--- src/rtl/systolic_pkg.sv ---
// systolic_pkg: shared state encoding and sizing helpers for the systolic sequencer
package systolic_pkg;
  typedef enum logic [1:0] {IDLE, CLEAR, FEED, DONE} seq_state_t;
  function automatic int feed_cycles(input int n);
    return 3 * n - 2;
  endfunction
  function automatic int step_width(input int n);
    int c = $clog2(feed_cycles(n));
    return c < 1 ? 1 : c;
  endfunction
endpackage

--- src/rtl/systolic_sequencer_if.sv ---
// systolic_sequencer_if: command side and array side of the systolic sequencer
interface systolic_sequencer_if #(
  parameter int MATRIX_SIZE = 3,
  parameter int DATA_WIDTH  = 8
);
  logic start;
  logic abort;
  logic [MATRIX_SIZE-1:0][MATRIX_SIZE-1:0][DATA_WIDTH-1:0] a_mat;
  logic [MATRIX_SIZE-1:0][MATRIX_SIZE-1:0][DATA_WIDTH-1:0] b_mat;
  logic busy;
  logic done;
  logic arr_clr;
  logic arr_en;
  logic [MATRIX_SIZE-1:0][DATA_WIDTH-1:0] arr_left;
  logic [MATRIX_SIZE-1:0][DATA_WIDTH-1:0] arr_top;
  modport master (output start, abort, a_mat, b_mat,
                  input  busy, done, arr_clr, arr_en, arr_left, arr_top);
  modport slave  (input  start, abort, a_mat, b_mat,
                  output busy, done, arr_clr, arr_en, arr_left, arr_top);
endinterface

--- src/rtl/skew_feeder.sv ---
// skew_feeder: diagonal skew of captured operands onto the array's left/top edges
module skew_feeder
  import systolic_pkg::*;
#(
  parameter int N  = 3,
  parameter int DW = 8,
  parameter int SW = 3
) (
  input  logic [N-1:0][N-1:0][DW-1:0] a_q,
  input  logic [N-1:0][N-1:0][DW-1:0] b_q,
  input  logic [SW-1:0]               t,
  input  logic                        feed,
  output logic [N-1:0][DW-1:0]        arr_left,
  output logic [N-1:0][DW-1:0]        arr_top
);
  localparam int IW = N > 1 ? $clog2(N) : 1;
  // lane i sees operand index k = t - i; the range check guards every select
  for (genvar i = 0; i < N; i++) begin : g_lane
    logic [SW-1:0] k;
    logic          hit;
    assign k   = t - SW'(i);
    assign hit = feed && t >= SW'(i) && k < SW'(N);
    assign arr_left[i] = hit ? a_q[i][k[IW-1:0]] : '0;
    assign arr_top[i]  = hit ? b_q[k[IW-1:0]][i] : '0;
  end
endmodule

--- src/rtl/systolic_sequencer.sv ---
// systolic_sequencer: captures A/B, clears the MAC array, streams skewed operands, pulses done
module systolic_sequencer
  import systolic_pkg::*;
#(
  parameter int MATRIX_SIZE = 3,
  parameter int DATA_WIDTH  = 8
) (
  input logic clk,
  input logic rst,
  systolic_sequencer_if.slave bus
);
  localparam int SW   = step_width(MATRIX_SIZE);
  localparam int LAST = feed_cycles(MATRIX_SIZE) - 1;
  seq_state_t state, nxt;
  logic [SW-1:0] t;
  logic [MATRIX_SIZE-1:0][MATRIX_SIZE-1:0][DATA_WIDTH-1:0] a_q, b_q;
  logic accept;
  assign accept = state == IDLE && bus.start && !bus.abort;
  always_ff @(posedge clk or negedge rst)
    if (!rst) begin
      state <= IDLE;
      t     <= '0;
      a_q   <= '0;
      b_q   <= '0;
    end else begin
      state <= nxt;
      t     <= state == FEED ? t + SW'(1) : '0;
      if (accept) begin
        a_q <= bus.a_mat;
        b_q <= bus.b_mat;
      end
    end
  always_comb begin
    nxt = bus.abort       ? IDLE :
          state == IDLE   ? (bus.start ? CLEAR : IDLE) :
          state == CLEAR  ? FEED :
          state == FEED   ? (t == SW'(LAST) ? DONE : FEED) : IDLE;
  end
  assign bus.busy    = state != IDLE;
  assign bus.done    = state == DONE;
  assign bus.arr_clr = state == CLEAR;
  assign bus.arr_en  = state == FEED;
  skew_feeder #(.N(MATRIX_SIZE), .DW(DATA_WIDTH), .SW(SW)) u_feed (
    .a_q      (a_q),
    .b_q      (b_q),
    .t        (t),
    .feed     (state == FEED),
    .arr_left (bus.arr_left),
    .arr_top  (bus.arr_top)
  );
endmodule
--- src/flat_wrapper.sv ---
// flat-port wrapper written by rule: the top's interface ports become plain ports
module systolic_sequencer_flat import systolic_pkg::*;
#(
  parameter int MATRIX_SIZE = 3,
  parameter int DATA_WIDTH  = 8
)
  (clk, rst, bus_start, bus_abort, bus_a_mat, bus_b_mat, bus_busy, bus_done, bus_arr_clr, bus_arr_en, bus_arr_left, bus_arr_top);
  systolic_sequencer_if #(.MATRIX_SIZE(MATRIX_SIZE), .DATA_WIDTH(DATA_WIDTH)) bus_i ();
  input logic clk;
  input logic rst;
  input wire logic [$bits(bus_i.start)-1:0] bus_start;
  input wire logic [$bits(bus_i.abort)-1:0] bus_abort;
  input wire logic [$bits(bus_i.a_mat)-1:0] bus_a_mat;
  input wire logic [$bits(bus_i.b_mat)-1:0] bus_b_mat;
  output wire logic [$bits(bus_i.busy)-1:0] bus_busy;
  output wire logic [$bits(bus_i.done)-1:0] bus_done;
  output wire logic [$bits(bus_i.arr_clr)-1:0] bus_arr_clr;
  output wire logic [$bits(bus_i.arr_en)-1:0] bus_arr_en;
  output wire logic [$bits(bus_i.arr_left)-1:0] bus_arr_left;
  output wire logic [$bits(bus_i.arr_top)-1:0] bus_arr_top;
  assign bus_i.start = bus_start;
  assign bus_i.abort = bus_abort;
  assign bus_i.a_mat = bus_a_mat;
  assign bus_i.b_mat = bus_b_mat;
  assign bus_busy = bus_i.busy;
  assign bus_done = bus_i.done;
  assign bus_arr_clr = bus_i.arr_clr;
  assign bus_arr_en = bus_i.arr_en;
  assign bus_arr_left = bus_i.arr_left;
  assign bus_arr_top = bus_i.arr_top;
  systolic_sequencer #(.MATRIX_SIZE(MATRIX_SIZE), .DATA_WIDTH(DATA_WIDTH)) u_core (.clk(clk), .rst(rst), .bus(bus_i));
endmodule
--- config.mk ---
export PLATFORM = sky130hd
export DESIGN_NAME = systolic_sequencer_flat
export DESIGN_NICKNAME = d
export VERILOG_FILES = /design/src/rtl/systolic_pkg.sv /design/src/rtl/systolic_sequencer_if.sv /design/src/rtl/skew_feeder.sv /design/src/rtl/systolic_sequencer.sv /design/src/flat_wrapper.sv
export SDC_FILE = /design/constraint.sdc
export NUM_CORES = 1
export LEC_CHECK = 0
export CAP_MARGIN = 25
export CORE_AREA = 2 2 121 123
export DETAILED_ROUTE_END_ITERATION = 7
export DIE_AREA = 0 0 123 125
export PLACE_DENSITY = 0.85
export SLEW_MARGIN = 20
export SYNTH_ARGS = -nofsm -noshare
export SYNTH_HDL_FRONTEND = slang
export SYNTH_SLANG_ARGS = --single-unit
--- constraint.sdc ---
create_clock -name clk -period 4.6 [get_ports clk]
set_input_delay 0.92 -clock clk [delete_from_list [all_inputs] [get_ports clk]]
set_output_delay 0.92 -clock clk [all_outputs]
set_load 0.05 [all_outputs]
==> impl_metrics.tcl <==
set metrics [dict create \
    synth_top_area_share_pct 51.7 \
    busiest_layer "met2" \
    holdCritPathClass "reg -> reg" \
    drt_iter0_markers 356 \
    worst-path-max-fanout 16 \
    cts_buffers 17 \
    yosys.area_share.simple_pct 4.84 \
    placementRows 44 \
    cts_num_sinks 149 \
    cp.arrival_ns 2.99 \
    postRouteAntennaNets 0 \
    drcViolationCount 0 \
    dpl.cell_count 887 \
    die_y_um 125 \
    grt_use_met2_pct 39.8 \
    finalSetupViolCount 0 \
    syn-instance-count 529 \
    syn-num-nets 689 \
    fmax_mhz 256 \
    grtUsageTotal_pct 23.6 \
    cap_violations 0 \
    cts_tree "yes" \
    critical-path-top-delay-family "buffers and inverters" \
    synth_compound_area_share_pct 4.96 \
    outcome "completed" \
    power-per-cell-area_nw_per_um2 391 \
    synth-xor-area-share_pct 0.243 \
    final_layout_size_suffix_gt1_share_pct 35.8 \
    cpPeakStageDelay_ns 0.84 \
    finClkSkew_ns 0.00639 \
    cts.path.max_buffers 2 \
    worst_setup_path_start_kind "register" \
    wire_per_inst_um 19.1 \
    rsz0062_at_grt "false" \
    grt_pass1_wl_mm 27.9 \
    final_hold_viol_count 0 \
    num_vias 4996 \
    post_cts_buffers 0 \
    port_buffers 199 \
    core_um2 14200 \
    synthTopCellsByArea "dfrtp_1 (52%), mux2_2 (22%), mux2_4 (10%)" \
    ys_warn_count 0 \
    avgSynthCellArea_um2 13.6 \
    yosys.cell_types.count 29 \
    first_global_vias 5578 \
    synthFlopType "dfrtp_1" \
    gp_congestion 0.838 \
    report.final.slew_viol_count 0 \
    multiInputGateArea_um2 3220 \
    synth-seq-area-share_pct 51.7 \
    synth_mux_area_share_pct 32.5 \
    synthArstFlopShare_pct 100 \
    nets 882 \
    stdcell_count 918 \
    yosysTopAreaCell "dfrtp_1" \
    path_buf_inv 2 \
    post_cts_resized 0 \
    yosysMostFrequentCell "dfrtp_1" \
    final.period_utilization_pct 85.0 \
    synth_top_family_by_area "multiplexers" \
    synth-edff-count 0 \
    gr-total-overflow 0 \
    area_growth_syn_to_layout_pct 40.8 \
    use_met1_pct 28.1 \
    critPathCaptureType "primary output" \
    tns_ns 0 \
    maxSlewHeadroom_pct 37.9 \
    ioPinCount 200 \
    power_leakage_nw 4.32 \
    dp_hpwl_mm 12.0 \
    synth_common_cells "dfrtp_1 (149), mux2_2 (143), mux2_4 (49)" \
    initial_core_util_pct 50.8 \
    synthAdderAreaFrac_pct 2.08 \
    fillers 925 \
    diodes 0 \
    root_buffer "clkbuf_16" \
    grt_max_degree 117 \
    required_ns 3.68 \
    syn_area_um2 7210 \
    crit_chain "inv_1 -> ha_1 -> nand2_1 -> nand3_1 -> a21oi_1 -> clkdlybuf4s50_1" \
    ir_worst_vdd_mv 0.260 \
    via_per_inst 5.44 \
    path_clk_slew_ns 0.06 \
    hold_buffers 0 \
    seq_area_um2 3730 \
    power_mw 3.97 \
    path_class "reg -> out" \
    synth-seq-cells 149 \
    worst_pin_slew_ns 0.931 \
    drt_wl_total_mm 17.5 \
    dr.pass1.iters 4 \
    grtUsageMet3_pct 6.98 \
    dieArea_um2 15400 \
    hold_ws_ns 0.501 \
    antenna_found_initial 0 \
    insertion_delay_ns 0.41 \
    htree_levels 4 \
    finalCriticalPeriod_ns 3.91 \
    die_x_um 123 \
    timing.critical_path.slowest_stage_cell "clkdlybuf4s50_1" \
]
## cell type report
cell class / instances / area share [%]
repair buffers: 210 / 23.9
clock buffers: 26 / 4.72
clock inverters: 5 / 0.493
inverters: 6 / 0.222
flip-flops and latches: 149 / 36.7
multi-input cells: 338 / 31.7
well taps: 184 / 2.27
## registers in the layout, summed over array words and instances (netlist names)
| signal | flops |
|---|---|
| u_core.a_q | 72 |
| u_core.b_q | 72 |
| u_core.t | 3 |
| u_core.state | 2 |
## placed cells by master, fill, tap and decap left out, drive strengths merged, types with 2 or more instances in the layout
master	count
mux2	192
nor3	16
clkinv	5
clkbuf	27
xor2	2
dfrtp	149
nor2b	4
inv	5
nor2	18
and2	2
nand2	34
clkdlybuf4s50	166
a21oi	17
buf	43
nand2b	2
a22oi	32
ha	12
## path summary, 6_finish.rpt
| path | from | endpoint | slack, ns | depth (start not counted) |
|---|---|---|---|---|
| max | u_core.t[2] | bus_arr_top[3] | 0.69 | 6 |
| min reg2reg | u_core.a_q[7] | u_core.a_q[7] | 0.50 | 1 |
| max reg2reg | u_core.state[1] | u_core.a_q[31] | 1.99 | 6 |
| min in group asynchronous | rst | u_core.b_q[9] | 0.60 | 1 |
| min | u_core.a_q[7] | u_core.a_q[7] | 0.50 | 1 |
| max in group asynchronous | rst | u_core.a_q[54] | 2.97 | 2 |
## logic make-up after synthesis
family          Yosys count
xor+xnor                  2
fa+ha+maj                12
mux                     192
compound gates           53
flops                   149
buf+inv                  42
simple gates             79
## routing by layer
layer	routed length, µm	up-vias
li1	-	2265
met1	6880	2534
met2	8990	168
met3	1190	29
met4	429	0
met5	0	-
## where the power goes
part / internal, mW / switching [mW] / total, mW
clock network: 0.766 / 0.491 / 1.26
registers: 1.62 / 0.160 / 1.78
logic: 0.590 / 0.347 / 0.936
## metrics by stage
step / cell area, µm² / utilization (%) / worst slack [ns]
floorplan: 7210 / - / 0.917
global placement: 9620 / 67.8 / 1.21
detailed placement: 9620 / 67.8 / 1.10
CTS: 10200 / 71.5 / 0.665
global route: 10200 / 71.5 / 0.448
finish: 10200 / 71.5 / 0.691
Note: power is estimated with default switching activity, not from simulation.
